<file path="config.mk">
export PLATFORM = sky130hd
export DESIGN_NAME = pos_emb_scheduler
export DESIGN_NICKNAME = d
export VERILOG_FILES = /design/src/rtl/pos_emb_pkg.sv /design/src/rtl/pos_emb_addr_walker.sv /design/src/rtl/pos_emb_scheduler.sv
export SDC_FILE = /design/constraint.sdc
export NUM_CORES = 2
export LEC_CHECK = 0
export BUFFER_PORTS_ARGS = -buffer_cell sky130_fd_sc_hd__buf_2
export CELL_PAD_IN_SITES_DETAIL_PLACEMENT = 1
export CELL_PAD_IN_SITES_GLOBAL_PLACEMENT = 1
export CORE_MARGIN = 2
export CORE_UTILIZATION = 25
export DETAILED_ROUTE_END_ITERATION = 10
export PLACE_DENSITY = 0.55
export SYNTH_ARGS = -nofsm -noshare
export SYNTH_HDL_FRONTEND = slang
export SYNTH_SLANG_ARGS = --single-unit
export TNS_END_PERCENT = 10
</file>
<file path="constraint.sdc">
create_clock -name clk -period 7.1 [get_ports clk]
set_input_delay 1.065 -clock clk [delete_from_list [all_inputs] [get_ports clk]]
set_output_delay 1.065 -clock clk [all_outputs]
set_load 0.02 [all_outputs]
</file>
<file path="src/rtl/pos_emb_pkg.sv">
// Shared types and constants for the positional-embedding (RoPE) command scheduler.
package pos_emb_pkg;
  localparam int ADDR_W          = 32;
  localparam int CNT_W           = 12;
  localparam int BEAT_BYTES      = 32;
  localparam int MAX_OUTSTANDING = 8;
  localparam int BEAT_SHIFT      = $clog2(BEAT_BYTES);
  localparam int OST_W           = $clog2(MAX_OUTSTANDING) + 1;

  typedef enum logic [2:0] {IDLE, PREP, RUN, DRAIN, DONE} state_t;

  typedef struct packed {
    logic [CNT_W-1:0]  heads;
    logic [CNT_W-1:0]  tokens;
    logic [CNT_W-1:0]  half_groups;
    logic [CNT_W-1:0]  pos_offset;
    logic [ADDR_W-1:0] pos_base;
    logic [ADDR_W-1:0] pos_line_stride;
    logic [ADDR_W-1:0] dat_base;
    logic [ADDR_W-1:0] dat_head_stride;
    logic [ADDR_W-1:0] dat_line_stride;
    logic [ADDR_W-1:0] out_base;
    logic [ADDR_W-1:0] out_head_stride;
    logic [ADDR_W-1:0] out_line_stride;
  } cfg_t;

  typedef struct packed {
    logic [ADDR_W-1:0] dat_lo;
    logic [ADDR_W-1:0] dat_hi;
    logic [ADDR_W-1:0] pos;
    logic [ADDR_W-1:0] out_lo;
    logic [ADDR_W-1:0] out_hi;
    logic              last;
  } cmd_t;

  function automatic logic [ADDR_W-1:0] beat_addr(input logic [CNT_W-1:0] n);
    return ADDR_W'(n) << BEAT_SHIFT;
  endfunction
endpackage

</file>
<file path="src/rtl/pos_emb_addr_walker.sv">
// Head/group/token counters with incrementally maintained command addresses.
module pos_emb_addr_walker
  import pos_emb_pkg::*;
(
  input  logic clk,
  input  logic rst_n,
  input  logic init,
  input  logic advance,
  input  cfg_t cfg,
  output cmd_t cmd
);
  localparam logic [ADDR_W-1:0] BEAT = ADDR_W'(BEAT_BYTES);

  logic [CNT_W-1:0]  h, g, w;
  logic [ADDR_W-1:0] dat_head, dat_line, dat_lo, dat_hi_off;
  logic [ADDR_W-1:0] out_head, out_line, out_lo, out_hi_off;
  logic [ADDR_W-1:0] pos_start, pos_line, pos_cur;
  logic              w_last, g_last, h_last;
  logic [ADDR_W-1:0] dat_head_nx, dat_line_nx, out_head_nx, out_line_nx, pos_line_nx, pos_init;

  assign w_last = (w == cfg.tokens - CNT_W'(1));
  assign g_last = (g == cfg.half_groups - CNT_W'(1));
  assign h_last = (h == cfg.heads - CNT_W'(1));

  assign dat_head_nx = dat_head + cfg.dat_head_stride;
  assign dat_line_nx = dat_line + cfg.dat_line_stride;
  assign out_head_nx = out_head + cfg.out_head_stride;
  assign out_line_nx = out_line + cfg.out_line_stride;
  assign pos_line_nx = pos_line + cfg.pos_line_stride;
  assign pos_init    = cfg.pos_base + beat_addr(cfg.pos_offset);

  // The only multiplies happen on init (the single PREP cycle); the walk itself is adders only.
  always_ff @(posedge clk or negedge rst_n) begin
    if (!rst_n) begin
      h <= '0; g <= '0; w <= '0;
      dat_head <= '0; dat_line <= '0; dat_lo <= '0; dat_hi_off <= '0;
      out_head <= '0; out_line <= '0; out_lo <= '0; out_hi_off <= '0;
      pos_start <= '0; pos_line <= '0; pos_cur <= '0;
    end else if (init) begin
      h <= '0; g <= '0; w <= '0;
      dat_head   <= cfg.dat_base;
      dat_line   <= cfg.dat_base;
      dat_lo     <= cfg.dat_base;
      dat_hi_off <= ADDR_W'(cfg.half_groups) * cfg.dat_line_stride;
      out_head   <= cfg.out_base;
      out_line   <= cfg.out_base;
      out_lo     <= cfg.out_base;
      out_hi_off <= ADDR_W'(cfg.half_groups) * cfg.out_line_stride;
      pos_start  <= pos_init;
      pos_line   <= pos_init;
      pos_cur    <= pos_init;
    end else if (advance) begin
      if (!w_last) begin
        w       <= w + CNT_W'(1);
        dat_lo  <= dat_lo + BEAT;
        out_lo  <= out_lo + BEAT;
        pos_cur <= pos_cur + BEAT;
      end else if (!g_last) begin
        w        <= '0;
        g        <= g + CNT_W'(1);
        dat_line <= dat_line_nx;
        dat_lo   <= dat_line_nx;
        out_line <= out_line_nx;
        out_lo   <= out_line_nx;
        pos_line <= pos_line_nx;
        pos_cur  <= pos_line_nx;
      end else begin
        w        <= '0;
        g        <= '0;
        h        <= h + CNT_W'(1);
        dat_head <= dat_head_nx;
        dat_line <= dat_head_nx;
        dat_lo   <= dat_head_nx;
        out_head <= out_head_nx;
        out_line <= out_head_nx;
        out_lo   <= out_head_nx;
        pos_line <= pos_start;
        pos_cur  <= pos_start;
      end
    end
  end

  assign cmd.dat_lo = dat_lo;
  assign cmd.dat_hi = dat_lo + dat_hi_off;
  assign cmd.pos    = pos_cur;
  assign cmd.out_lo = out_lo;
  assign cmd.out_hi = out_lo + out_hi_off;
  assign cmd.last   = w_last && g_last && h_last;
endmodule

</file>
<file path="src/rtl/pos_emb_scheduler.sv">
// RoPE command scheduler: launch FSM, completion-credit throttle and command handshake.
// state | meaning
// IDLE  | waiting for start
// PREP  | one cycle: precompute half offsets and position start, check for empty work
// RUN   | issuing commands under credit limit
// DRAIN | all issued, waiting for outstanding completions
// DONE  | one-cycle done pulse
module pos_emb_scheduler
  import pos_emb_pkg::*;
(
  input  logic              clk,
  input  logic              rst_n,
  input  logic              start,
  input  logic [CNT_W-1:0]  cfg_heads,
  input  logic [CNT_W-1:0]  cfg_tokens,
  input  logic [CNT_W-1:0]  cfg_half_groups,
  input  logic [CNT_W-1:0]  cfg_pos_offset,
  input  logic [ADDR_W-1:0] cfg_pos_base,
  input  logic [ADDR_W-1:0] cfg_pos_line_stride,
  input  logic [ADDR_W-1:0] cfg_dat_base,
  input  logic [ADDR_W-1:0] cfg_dat_head_stride,
  input  logic [ADDR_W-1:0] cfg_dat_line_stride,
  input  logic [ADDR_W-1:0] cfg_out_base,
  input  logic [ADDR_W-1:0] cfg_out_head_stride,
  input  logic [ADDR_W-1:0] cfg_out_line_stride,
  output logic              cmd_valid,
  input  logic              cmd_ready,
  output logic [ADDR_W-1:0] cmd_dat_lo_addr,
  output logic [ADDR_W-1:0] cmd_dat_hi_addr,
  output logic [ADDR_W-1:0] cmd_pos_addr,
  output logic [ADDR_W-1:0] cmd_out_lo_addr,
  output logic [ADDR_W-1:0] cmd_out_hi_addr,
  output logic              cmd_last,
  input  logic              cmp_done,
  output logic              busy,
  output logic              done,
  output logic              err_underflow
);
  state_t           state, state_nx;
  cfg_t             cfg_q;
  cmd_t             cmd;
  logic [OST_W-1:0] ost, ost_nx;
  logic             launch, xfer, underflow_evt;

  assign launch = (state == IDLE) && start;
  assign xfer   = cmd_valid && cmd_ready;

  // A completion arriving at the credit limit frees a slot in the same cycle.
  assign cmd_valid = (state == RUN) && ((ost != OST_W'(MAX_OUTSTANDING)) || cmp_done);
  assign underflow_evt = cmp_done && !xfer && (ost == '0);

  always_comb begin
    ost_nx = ost;
    if (xfer && !cmp_done)                   ost_nx = ost + OST_W'(1);
    else if (!xfer && cmp_done && ost != '0) ost_nx = ost - OST_W'(1);
  end

  always_comb begin
    state_nx = state;
    case (state)
      IDLE:  if (start) state_nx = PREP;
      PREP:  if (cfg_q.heads == '0 || cfg_q.tokens == '0 || cfg_q.half_groups == '0)
               state_nx = DONE;
             else
               state_nx = RUN;
      RUN:   if (xfer && cmd.last) state_nx = DRAIN;
      DRAIN: if (ost_nx == '0) state_nx = DONE;
      DONE:  state_nx = IDLE;
      default: state_nx = IDLE;
    endcase
  end

  always_ff @(posedge clk or negedge rst_n) begin
    if (!rst_n) begin
      state         <= IDLE;
      ost           <= '0;
      err_underflow <= 1'b0;
      cfg_q         <= '0;
    end else begin
      state <= state_nx;
      ost   <= ost_nx;
      if (launch) begin
        err_underflow <= 1'b0;
        cfg_q <= '{heads: cfg_heads, tokens: cfg_tokens, half_groups: cfg_half_groups,
                   pos_offset: cfg_pos_offset, pos_base: cfg_pos_base,
                   pos_line_stride: cfg_pos_line_stride, dat_base: cfg_dat_base,
                   dat_head_stride: cfg_dat_head_stride, dat_line_stride: cfg_dat_line_stride,
                   out_base: cfg_out_base, out_head_stride: cfg_out_head_stride,
                   out_line_stride: cfg_out_line_stride};
      end else if (underflow_evt) begin
        err_underflow <= 1'b1;
      end
    end
  end

  pos_emb_addr_walker u_walker (
    .clk     (clk),
    .rst_n   (rst_n),
    .init    (state == PREP),
    .advance (xfer),
    .cfg     (cfg_q),
    .cmd     (cmd)
  );

  assign cmd_dat_lo_addr = cmd.dat_lo;
  assign cmd_dat_hi_addr = cmd.dat_hi;
  assign cmd_pos_addr    = cmd.pos;
  assign cmd_out_lo_addr = cmd.out_lo;
  assign cmd_out_hi_addr = cmd.out_hi;
  assign cmd_last        = cmd.last;
  assign busy            = (state == PREP) || (state == RUN) || (state == DRAIN);
  assign done            = (state == DONE);
endmodule

</file>
==> qor.yml <==
status:
  status: "complete, no violations"
route:
  finalWirelength_mm: 245.1
  antenna_left: 0
  drt_iter0_markers: 2766
  drcViolationCount: 0
  viasPerCell: 4.944
  dr.pass1.iters: 5
  vias: 51230
  wire_per_inst_um: 23.65
sta:
  period_minus_slack_ns: 6.651
  worst_slew_pin_slew_ns: 1.099
  finalCritPeriodShare: 0.9368
  slew_viol_final: 0
  finalHoldViolCount: 0
  fmax_mhz: 150.4
  rsz0062_at_grt: "false"
  fin_skew_ns: 0.05731
  relSlewSlack: 0.2655
  finalSetupViolCount: 0
  setup-tns-final_ns: 0
logic_synthesis:
  ys_seq_area_frac: 0.2893
  synth-edff-count: 0
  synth_area_leader_cell: "dfrtp_1"
  synth-async-reset-ratio: 1.000
  synth_top_area_share: 0.2893
  synth_nets: 7842
  synth_ff_type: "dfrtp_1"
  synth-seq-cells: 700
  syn_area_um2: 60540
  netlist_instances: 6708
  synth_warnings: 0
  syn_avg_cell_area_um2: 9.025
  ys_types: 90
  synth.area.top_cells: "dfrtp_1 (29%), fa_1 (16%), ha_1 (7.0%), nand2_1 (6.0%), mux2_2 (5.4%)"
cells_and_area:
  syn_to_final_growth_pct: 15.75
  nets: 8228
  drive_gt1_frac: 0.1583
placed_design:
  hpwl_mm: 191.2
  place.gp.congestion: 0.8666
  io_buffers: 473
worst_setup_path:
  cp.required_ns: 7.71
  critPathKind: "reg2reg"
  cp-start-kind: "register"
  startpoint: "cfg_q[274]$_DFFE_PN0P_"
  ff2ff_setup_slack_ns: 0.45
  end_kind: "register"
  crit_fanout: 26
  r2r-start: "cfg_q[274]$_DFFE_PN0P_"
  cp.arrival_ns: 7.26
floorplanning:
  initial_core_util: 0.2515
  ioPinCount: 474
  rows: 180
  die_y_um: 496.1
  dieArea_um2: 246100
  die_x_um: 496.1
  core_um2: 240800
grt:
  grt_max_degree: 164
  grt_pass1_wl_mm: 367.3
  grt_pass1_vias: 55030
  overflow: 0
  grtUsageTotal: 0.1984
  antenna_found_initial: 60
clock_tree:
  numCtsBuffers: 91
  clk_pin_slew_ns: 0.06
  clockBufferDepth: 3
  cts-root-buf: "clkbuf_16"
  clk_latency_ns: 0.77
  htreeDepth: 3
  cts_tree: "done"
  cts_sinks: 700
min_path:
  hold_class: "in2async"
run:
  cap_violations: 0
cells in the final DEF (no fill, tap or decap), types with 140 or more instances in the layout:
cell type    n
a21oi_1    388
and2_1     195
buf_2      472
dfrtp_1    689
fa_1       486
ha_1       339
inv_1      658
mux2_2     293
nand2_1    960
nor2_1     413
o21ai_0    383
xnor2_1    225
xor2_1     140
synthesized netlist by cell type (all sizes together), types with 136 or more instances:
cell type and count:
nand2 965, dfrtp 700, inv 659, fa 486
nor2 422, o21ai 397, a21oi 388, ha 339
mux2 293, clkbuf 242, xnor2 225, and2 196
xor2 140, a21o 136
area by class of cell:
type | count | area, um^2
repair buffers | 608 | 3503
clock buffers | 119 | 2562
multi-input cells | 5034 | 39370
inverters | 659 | 2474
flip-flops and latches | 700 | 17530
fillers | 27970 | 170700
well taps | 3185 | 3985
clock inverters | 50 | 635.6
diodes | 7 | 17.52
per-stage QoR:
| step | utilization | area (um^2) | hold WS, ns | setup slack [ns] | instances |
|---|---|---|---|---|---|
| 2_1_floorplan | - | 60540 | 0.4406 | 0.7433 | 6708 |
| 3_3_place_gp | 0.2777 | 66850 | 0.4545 | 0.2247 | 10190 |
| 3_5_place_dp | 0.2777 | 66850 | 0.4640 | 0.1417 | 10190 |
| 4_1_cts | 0.2910 | 70050 | 0.4234 | 0.07779 | 10360 |
| 5_1_grt | 0.2910 | 70070 | 0.4353 | 0.07441 | 10360 |
| 6_report | 0.2911 | 70080 | 0.3763 | 0.4490 | 10360 |
timing repair:
item	4_1_cts	5_1_grt
endpoints found under the setup margin	0	4
gates resized for setup	0	3
setup buffers	0	0
hold buffers	0	0
flip-flops by register name (all words and copies together), names as in the netlist:
signal / cells
u_walker.out_lo: 32
u_walker.out_head: 32
u_walker.out_line: 32
cfg_q: 304
u_walker.dat_line: 32
err_underflow: 1
u_walker.g: 12
u_walker.pos_line: 32
u_walker.dat_hi_off: 32
state: 3
u_walker.out_hi_off: 32
ost: 4
u_walker.dat_head: 32
u_walker.pos_start: 32
u_walker.w: 12
u_walker.dat_lo: 32
u_walker.h: 12
u_walker.pos_cur: 32
critical path, stage by stage (launching register included):
cell and delay [ns]:
dfrtp_2 0.58, buf_4 0.43, buf_4 0.35, nand2_1 0.12, fa_1 0.56, inv_1 0.06
fa_1 0.59, fa_1 0.45, fa_1 0.49, inv_1 0.05, fa_1 0.47, inv_1 0.04
ha_1 0.33, a21o_1 0.18, a221oi_1 0.28, o21ai_0 0.25, a211oi_2 0.43, o21ai_0 0.23
a21o_1 0.21, a21oi_1 0.16, xnor2_1 0.13, o21ai_0 0.09
metal layers:
layer / track usage / vias up / share of wire
met4: 0.06492 / 56 / 0.033
li1: - / 23350 / -
met1: 0.2614 / 26460 / 0.45
met3: 0.03319 / 346 / 0.048
met5: 0 / - / 0.0014
met2: 0.3293 / 1016 / 0.47
worst paths after layout:
check                                                      endpoint  depth (start not counted)
worst min-delay path                         cfg_q[221]$_DFFE_PN0P_                          1
min in group clk                  u_walker.pos_start[2]$_DFFE_PN0P_                          2
worst max register to register  u_walker.dat_hi_off[31]$_DFFE_PN0P_                         21
max in group asynchronous                    cfg_q[285]$_DFFE_PN0P_                          2
worst min register to register    u_walker.pos_start[2]$_DFFE_PN0P_                          2
worst max-delay path            u_walker.dat_hi_off[31]$_DFFE_PN0P_                         21
cells by family (layout without fill, tap and decap cells):
family,Yosys count,count (layout),share of synthesized area
buffers and inverters,974,1436,0.06208
and+or+nand+nor,2081,2081,0.1552
muxes,332,332,0.06095
other,0,7,0
adders and majority gates,825,825,0.2308
AOI/OAI and AO/OA,1429,1429,0.1481
xor gates and xnor gates,367,367,0.05355
DFF,700,700,0.2893
Power is not shown: default switching activity piles up to over one toggle a cycle in this logic, so the estimate is an artifact.
